===== config.mk =====
export PLATFORM = sky130hd
export DESIGN_NAME = mux2_arbiter
export DESIGN_NICKNAME = d
export VERILOG_FILES = /design/src/rtl/mux2_arbiter.sv
export SDC_FILE = /design/constraint.sdc
export NUM_CORES = 1
export LEC_CHECK = 0
export BUFFER_PORTS_ARGS = -buffer_cell sky130_fd_sc_hd__buf_2
export CAP_MARGIN = 20
export CORE_UTILIZATION = 45
export DETAILED_ROUTE_END_ITERATION = 12
export PLACE_DENSITY = 0.84
export SETUP_SLACK_MARGIN = 0.2
export SYNTH_ARGS = -nofsm -noshare
export SYNTH_HDL_FRONTEND = slang
export SYNTH_SLANG_ARGS = --single-unit

===== constraint.sdc =====
create_clock -name clk -period 2.45 [get_ports clk]
set_input_delay 0.1225 -clock clk [delete_from_list [all_inputs] [get_ports clk]]
set_output_delay 0.1225 -clock clk [all_outputs]
set_load 0.01 [all_outputs]

===== src/rtl/mux2_arbiter.sv =====
// Two-requester arbitrated mux with registered grants, select and data output.
// Optional contended-hold timeout enabled by defining MUX2_ARB_TIMEOUT_EN.
module mux2_arbiter #(
    parameter int unsigned WIDTH   = 8,
    parameter int unsigned TIMEOUT = 15
) (
    input  logic             clk,
    input  logic             rst,
    input  logic             req0,
    input  logic             req1,
    input  logic [WIDTH-1:0] a,
    input  logic [WIDTH-1:0] b,
    output logic             gnt0,
    output logic             gnt1,
    output logic             sel,
    output logic [WIDTH-1:0] y,
    output logic             y_valid
);

    typedef enum logic [1:0] {
        IDLE = 2'd0,
        OWN0 = 2'd1,
        OWN1 = 2'd2
    } state_t;

    state_t             state_q, state_d;
    logic               lp_q, lp_d;
    logic               sel_q, sel_d;
    logic [WIDTH-1:0]   y_q, y_d;
    logic               y_valid_q, y_valid_d;
    logic               gnt0_q, gnt0_d;
    logic               gnt1_q, gnt1_d;
    logic               timeout_hit_s;
    logic               owned_next_s;

`ifdef MUX2_ARB_TIMEOUT_EN
    localparam logic [7:0] TO_LAST = 8'(TIMEOUT - 1);

    logic [7:0]         cnt_q, cnt_d;

    // Hold counter restarts on every ownership entry and saturates at the limit.
    always_comb begin
        cnt_d = cnt_q;
        if (owned_next_s && (state_d != state_q)) begin
            cnt_d = 8'd0;
        end else if (owned_next_s && (cnt_q != TO_LAST)) begin
            cnt_d = cnt_q + 8'd1;
        end else if (!owned_next_s) begin
            cnt_d = 8'd0;
        end else begin
            cnt_d = cnt_q;
        end
    end

    // Counter register.
    always_ff @(posedge clk) begin
        if (rst) begin
            cnt_q <= 8'd0;
        end else begin
            cnt_q <= cnt_d;
        end
    end

    assign timeout_hit_s = (cnt_q == TO_LAST);
`else
    // TIMEOUT has no effect without the hold counter.
    logic [7:0] unused_timeout_s;
    assign unused_timeout_s = 8'(TIMEOUT);
    assign timeout_hit_s    = 1'b0;
`endif

    // Next-state arbitration; lp_q=1 means requester 0 wins a tie.
    always_comb begin
        state_d = state_q;
        case (state_q)
            IDLE: begin
                if (req0 && req1) begin
                    state_d = lp_q ? OWN0 : OWN1;
                end else if (req0) begin
                    state_d = OWN0;
                end else if (req1) begin
                    state_d = OWN1;
                end else begin
                    state_d = IDLE;
                end
            end
            OWN0: begin
                if (!req0) begin
                    state_d = req1 ? OWN1 : IDLE;
                end else if (timeout_hit_s && req1) begin
                    state_d = OWN1;
                end else begin
                    state_d = OWN0;
                end
            end
            OWN1: begin
                if (!req1) begin
                    state_d = req0 ? OWN0 : IDLE;
                end else if (timeout_hit_s && req0) begin
                    state_d = OWN0;
                end else begin
                    state_d = OWN1;
                end
            end
            default: begin
                state_d = IDLE;
            end
        endcase
    end

    // Output values for the cycle after the edge, derived from the next state.
    always_comb begin
        owned_next_s = (state_d == OWN0) || (state_d == OWN1);
        lp_d         = lp_q;
        sel_d        = sel_q;
        if (state_d == OWN0) begin
            sel_d = 1'b0;
            if (state_q != OWN0) begin
                lp_d = 1'b0;
            end else begin
                lp_d = lp_q;
            end
        end else if (state_d == OWN1) begin
            sel_d = 1'b1;
            if (state_q != OWN1) begin
                lp_d = 1'b1;
            end else begin
                lp_d = lp_q;
            end
        end else begin
            sel_d = sel_q;
            lp_d  = lp_q;
        end
        if (owned_next_s) begin
            y_d = sel_d ? b : a;
        end else begin
            y_d = y_q;
        end
        y_valid_d = owned_next_s;
        gnt0_d    = (state_d == OWN0);
        gnt1_d    = (state_d == OWN1);
    end

    // FSM state and registered outputs.
    always_ff @(posedge clk) begin
        if (rst) begin
            state_q   <= IDLE;
            lp_q      <= 1'b1;
            sel_q     <= 1'b0;
            y_q       <= '0;
            y_valid_q <= 1'b0;
            gnt0_q    <= 1'b0;
            gnt1_q    <= 1'b0;
        end else begin
            state_q   <= state_d;
            lp_q      <= lp_d;
            sel_q     <= sel_d;
            y_q       <= y_d;
            y_valid_q <= y_valid_d;
            gnt0_q    <= gnt0_d;
            gnt1_q    <= gnt1_d;
        end
    end

    assign gnt0    = gnt0_q;
    assign gnt1    = gnt1_q;
    assign sel     = sel_q;
    assign y       = y_q;
    assign y_valid = y_valid_q;

endmodule


Word level (Yosys, flattened, before mapping)

Index checks and enable logic that the tools add are counted.

Bits in registers: 15
Latch bits: 0
Memory bits (writable): 0
ROM bits: 0
Logic and storage cells: 34
Memories: 0

Add/sub/neg operators: 0
Multipliers: 0
Divide/modulo/power cells: 0
$lt $le $gt $ge: 0
Eq/ne operators: 7
Shift operators: 0
Mux-type cells: 14
Bitwise logic cells: 0
Reductions and logical operators: 6

Operators by type and width:

| kind                 | number |
|---|---|
| $mux W2              | 5 |
| $mux W8              | 1 |
| $mux W1              | 7 |
| $pmux W2 S3          | 1 |
| $eq A2 B1 Y1 const B | 2 |
| $eq A2 B2 Y1 const B | 2 |
| $ne A2 B1 Y1 const B | 2 |
| $reduce_bool A2 Y1   | 2 |
| $reduce_and A3 Y1    | 1 |
| $logic_not A2 Y1     | 1 |
| $ne A2 B2 Y1 const B | 1 |
| $logic_and A1 B1 Y1  | 1 |
| $logic_or A1 B1 Y1   | 1 |

Longest topological paths before layout

Gate-level depths: netlist of run 1.

Word-level depth: 8
Mapped depth: 8

Worst setup path after synthesis of run 1

Ideal clock, no wire load.

Path kind: register -> register
Start point: register lp_q
End point: register y_q[1], in the netlist y[1]
Library setup time: 0.086 ns
Arrival time: 1.676 ns
Required time: 2.364 ns
Setup slack: 0.688 ns
Cell stages (with the launch flop): 9
Cells stage by stage: dfxtp_1 > o21ba_2 > o21ai_0 > inv_1 > ha_1 > o21ba_1 > buf_6 > a21oi_2 > a221oi_2

Elaborated cells on any way between the ends: 9

RTL lines:

| element                | line | RTL |
|---|---|---|
| start, declared        | 27   | `logic lp_q, lp_d;` |
| start signal, assigned | 156  | `lp_q <= lp_d;` |
| $mux W2 (*)            | 78   | `state_d = lp_q ? OWN0 : OWN1;` |
| $mux W2 (*)            | 77   | `if (req0 && req1) begin` |
| $pmux W2 S3 (*)        | 75   | `case (state_q)` |
| named net state_d[0]   | 26   | `state_t state_q, state_d;` |
| $eq A2 B1 Y1 (*)       | --   |  |
| named net gnt0_d       | 31   | `logic gnt0_q, gnt0_d;` |
| $mux W1                | 116  | `if (state_d == OWN0) begin` |
| $mux W8                | 135  | `y_d = sel_d ? b : a;` |
| end signal, assigned   | 158  | `y_q <= y_d;` |
| end, declared          | 29   | `logic [WIDTH-1:0] y_q, y_d;` |

Mark *: on every way through the listed nets, which the timed path passes. The rest lies on a longest branch.
A chain may end at the register's enable or synchronous reset.

Worst setup path in the final report of run 1

Start point: register lp_q
End point: register lp_q

Longest elaborated chain between the ends: 6
Elaborated cells on any way between the ends: 10

Ends and longest elaborated chain:

| element                                                             | line |
|---|---|
| $mux W2 (*)                                                         | 78 |
| $mux W2 (*)                                                         | 77 |
| $pmux W2 S3 (*)                                                     | 75 |
| $eq A2 B1 Y1 / $eq A2 B2 Y1 (equally long branches)                 | 116, 123 |
| $ne A2 B1 Y1 (no line) / $reduce_bool A2 Y1 (equally long branches) | -- |
| $reduce_and A3 Y1 (no line)                                         | -- |

Mark *: on every way between the ends. The rest lies on a longest branch, timed or not.

==> results of run 1 <==
sequential cells by signal, summed over array words and instances, names as in the netlist:
signal   flops
sel          1
state_q      2
lp_q         1
y_valid      1
y            8
gnt0         1
gnt1         1
worst max-delay path, cell delays in order (launching register included):
cell and delay (ns):
dfxtp_1 0.34, o21ba_2 0.22, o21ai_0 0.31, ha_1 0.77, o21ai_0 0.24, o311ai_0 0.16
Yosys cell counts:
| master | n | area [µm²] |
|---|---|---|
| o21bai_2 | 1 | 11.3 |
| nor2b_1 | 2 | 12.5 |
| buf_2 | 1 | 5.00 |
| dfxtp_1 | 15 | 300 |
| nor2_1 | 7 | 26.3 |
| o311ai_0 | 1 | 8.76 |
| a221oi_2 | 8 | 120 |
| a21oi_2 | 8 | 70.1 |
| inv_1 | 12 | 45.0 |
| buf_4 | 1 | 7.51 |
| o21a_1 | 1 | 7.51 |
| ha_1 | 2 | 25.0 |
| o21ba_2 | 1 | 10.0 |
| nand2_1 | 8 | 30.0 |
| o211a_1 | 1 | 10.0 |
| o21ai_0 | 3 | 15.0 |
| o21ba_1 | 1 | 10.0 |
| buf_6 | 2 | 22.5 |
| a21oi_1 | 2 | 10.0 |
stage by stage:
| step | setup slack (ns) | utilization, % | hold WS (ns) | total power [µW] | cell area [µm²] |
|---|---|---|---|---|---|
| 2_1_floorplan | 0.688 | - | 0.189 | 428 | 747 |
| 3_3_place_gp | 0.393 | 58.2 | 0.381 | 469 | 887 |
| 3_5_place_dp | 0.262 | 58.2 | 0.388 | 475 | 887 |
| 4_1_cts | 0.235 | 59.9 | 0.0783 | 617 | 913 |
| 5_1_grt | 0.233 | 59.9 | 0.0856 | 646 | 913 |
| 6_report | 0.299 | 59.9 | 0.0892 | 609 | 913 |
logic make-up (layout without fill, tap and decap cells):
group / Yosys count / in the layout / share of synthesized area (%)
fa+ha+maj: 2 / 2 / 3.35
flops: 15 / 15 / 40.2
simple gates: 17 / 17 / 9.21
buf+inv: 16 / 47 / 10.7
compound gates: 27 / 27 / 36.5
power by group:
group	total (µW)	switching (µW)	internal, µW
Clock	140	77.1	63.2
Combinational	184	104	79.9
Sequential	285	13.4	272
layout make-up:
class                   instances  area share (%)
multi-input cells              46            40.1
inverters                      12            4.93
flip-flops and latches         15            32.9
repair buffers                 31            17.0
well taps                      16            2.19
clock buffers                   4            2.88
routing by layer:
layer / up-vias / global-route usage [%]
li1: 326 / -
met1: 315 / 22.3
met2: 32 / 25.5
met3: 4 / 5.96
met4: 0 / 10.6
met5: - / 0
final timing paths:
kind	startpoint	to	slack, ns	cells past startpoint
max	lp_q	lp_q	0.30	5
min	a[6]	y[6]	0.09	3
max reg2reg	lp_q	lp_q	0.30	5
min reg2reg	y[5]	y[5]	0.47	2
what timing repair did:
action | in CTS | in global routing
setup endpoints to repair | 0 | 8
gates resized for setup | 0 | 1
hold endpoints to repair | 0 | 0
==> flow_metrics.tcl, run 1 <==
set metrics [dict create \
    synth_cell_types 19 \
    cp-start-kind "register" \
    drt_iter0_markers 9 \
    avgRoutedWirePerCell_um 12.0 \
    syn_nets 99 \
    antenna_cells 0 \
    grt_max_degree 20 \
    final_common_cell "buf_2" \
    syn_area_per_cell_um2 9.70 \
    top_layer "met4" \
    power_leakage_uw 0.000442 \
    final_cells 124 \
    arrival_ns 2.31 \
    hp-class "input pin to register" \
    path_max_fanout 19 \
    outcome "finished, final reports clean" \
    clkTransAtPathRegs_ns 0.09 \
    viasPerCell 5.46 \
    antenna_left 0 \
    fmax_ghz 0.465 \
    dr.pass1.iters 4 \
    globalRouteTotalUtil_pct 17.6 \
    cts_root_buf "clkbuf_4" \
    wirelength_um 1490 \
    fin_crit_sh_pct 87.8 \
    numCtsBuffers 3 \
    cts_setup_buffers 0 \
    wl_met3_um 126 \
    seq_area_um2 300 \
    ctsLongestPathBuffers 2 \
    critical_path_required_ns 2.61 \
    fp.dieW_um 42.7 \
    io_buffers 31 \
    cts_tree "done" \
    layout_min_cycle_time_ns 2.15 \
    tns_ns 0 \
    cp-end-kind "register" \
    slew_headroom_pct 43.6 \
    grt_remaining_overflow 0 \
    die_h_um 42.7 \
    grt_pass1_vias 584 \
    area_growth_syn_to_layout_pct 22.3 \
    rows 14 \
    tightestPinTransition_ns 0.847 \
    vias 677 \
    postCtsHoldBufs 0 \
    drive_gt1_share_pct 49.1 \
    start_util_pct 49.0 \
    core_um2 1520 \
    rsz0062_at_grt "false" \
    power_density_nw_per_um2 667 \
    gp_congestion 0.787 \
    dp.cells 120 \
    max-vdd-ir-drop_mv 0.365 \
    yosysSeqAreaShare_pct 40.2 \
    syn_inst 77 \
    dp_hpwl_um 1090 \
    cap_viol_max_count 0 \
    yosys_warnings 0 \
    nets 131 \
    wl_met2_um 666 \
    setup_viol 0 \
    grt_pass1_wl_um 2400 \
    clock_latency_ns 0.28 \
    multi_input_area_um2 367 \
    h-tree-depth 1 \
    synth-seq-cells 15 \
    synth_area_um2 747 \
    final_cell_mix "buf_2, dfxtp_1, inv_1" \
    cts.sinks 15 \
    finalClockSkew_ns 0.00252 \
    drc 0 \
    antenna_found_initial 0 \
    met1_length_um 678 \
    hold_viol_final 0 \
    fillers 139 \
    die_area_um2 1830 \
    drv_slew 0 \
    ios 32 \
    path_class "register to register" \
]
(Power assumes the default switching activity.)
==> run 2: changes to the inputs <==
- RECOVER_POWER: default -> 100
==> run 2 against run 1 <==
  * Global-route usage unchanged
  * Flip-flop and latch count unchanged
  * Routed wire length increased by 1.7%
  * Sequential power about the same
  * Cell count unchanged
  * Clock skew increased by 0.0030 ns
  * First-iteration DRC count decreased by 33%
  * Die area unchanged
  * Count of clock-buffer cells in the layout unchanged
  * Combinational power decreased by 17%
  * Worst hold slack improved by 0.0053 ns
  * Sequential share of layout area increased by 2.7 points
  * Highest routed layer unchanged
==> flow_metrics.tcl, run 2 (synthesis gave the netlist of run 1 again) <==
set metrics [dict create \
    outcome "finished, final reports clean" \
    viasPerCell 5.24 \
    dr.pass1.iters 4 \
    dp_hpwl_um 1090 \
    cts_tree "done" \
    finalClockSkew_ns 0.00557 \
    dp.cells 120 \
    arrival_ns 2.31 \
    power_density_nw_per_um2 684 \
    drt_iter0_markers 6 \
    nets 131 \
    cts_resized 0 \
    path_class "register to register" \
    path_max_fanout 8 \
    antenna_cells 0 \
    gp_congestion 0.787 \
    cts_setup_buffers 0 \
    final_core_util_pct 55.4 \
    cts_root_buf "clkbuf_4" \
    setup_viol 0 \
    grt_pass1_wl_um 2400 \
    die_area_um2 1830 \
    p_total_uw 578 \
    drv_slew 0 \
    fillers 163 \
    final_common_cell "buf_2" \
    final_cell_mix "buf_2, dfxtp_1, clkbuf_1" \
    cts.sinks 15 \
    cp-end-kind "register" \
    die_h_um 42.7 \
    drive_gt1_share_pct 29.6 \
    rows 14 \
    hp-class "input pin to register" \
    ctsLongestPathBuffers 2 \
    ios 32 \
    fp.dieW_um 42.7 \
    antenna_found_initial 0 \
    worst_path_max_delay_cell "o21ba_2" \
    fmax_ghz 0.469 \
    wirelength_um 1520 \
    globalRouteTotalUtil_pct 17.6 \
    final_cells 124 \
    clkTransAtPathRegs_ns 0.09 \
    layout_min_cycle_time_ns 2.13 \
    critical_path.cell_chain "o21ba_2 > o21ai_0 > inv_1 > ha_1 > o21ba_2 > a21oi_2 > a221oi_1" \
    core_um2 1520 \
    h-tree-depth 1 \
    largest_reg_flops 8 \
    max-vdd-ir-drop_mv 0.332 \
    postCtsHoldBufs 0 \
    vias 650 \
    r2r_start "lp_q" \
    avgRoutedWirePerCell_um 12.2 \
    io_buffers 31 \
    cp-start-kind "register" \
    grt_pass1_vias 584 \
    start_util_pct 49.0 \
    hold_viol_final 0 \
    setup.worst_path.start "lp_q" \
    dp_slack_ns 0.262 \
    fin_ws_ns 0.318 \
    slew_headroom_pct 53.8 \
    tns_ns 0 \
    power_leakage_uw 0.000388 \
    drc 0 \
    clock_latency_ns 0.28 \
    fin_crit_sh_pct 87.0 \
    critical_path_required_ns 2.63 \
    hold_path_startpoint "a[6]" \
    cap_viol_max_count 0 \
    cp_common_cell "o21ba_2" \
    grt_max_degree 20 \
    grt_remaining_overflow 0 \
    area_growth_syn_to_layout_pct 13.1 \
    cpPeakStageDelay_ns 0.43 \
    numCtsBuffers 3 \
    antenna_left 0 \
    rsz0062_at_grt "false" \
    tightestPinTransition_ns 0.693 \
]
## run 2: cell count changes in the layout (fill, tap and decap cells not counted), sizes merged
cell | previous run | this run
buf | 31 | 19
clkbuf | 4 | 16
## run 2: worst paths after layout
| kind | slack [ns] | depth (start not counted) | end |
|---|---|---|---|
| max reg2reg | 0.32 | 7 | y[7] |
| max | 0.32 | 7 | y[7] |
| min | 0.09 | 3 | y[6] |
| min reg2reg | 0.48 | 2 | y[5] |
## run 2: metrics by stage
stage / hold slack (ns) / instance area, µm²
finish: 0.0945 / 845
global placement: 0.381 / 887
CTS: 0.0783 / 913
floorplan: 0.189 / 747
global route: 0.0913 / 845
detailed placement: 0.388 / 887
## run 2: layout make-up
class	count	area [µm²]	share of cell area, %
Tap cell	16	20.0	2.37
Clock buffer	4	26.3	3.11
Multi-Input combinational cell	46	313	37.0
Timing Repair Buffer	31	140	16.6
Inverter	12	45.0	5.33
Sequential cell	15	300	35.6
## run 2: routing by layer
metal	wire, µm	GRT usage [%]
met1	722	22.3
met2	670	25.5
met3	117	5.96
met4	8	10.6
met5	0	0
## run 2: worst max-delay path, delay by kind of cell, from the launching register on
| family | cells | cell delay, ns |
|---|---|---|
| buffers and inverters | 1 | 0.08 |
| adder cells (fa/ha/maj) | 1 | 0.25 |
| flip-flops | 1 | 0.34 |
| AO/OA/AOI/OAI | 5 | 1.36 |
## run 2: power by group
part	switching, µW	internal, µW	leakage, µW	total (µW)
logic	88.7	63.4	0.000249	152
clock network	76.6	63.1	0.0000150	140
registers	14.2	272	0.000124	286
total	179	398	0.000388	578
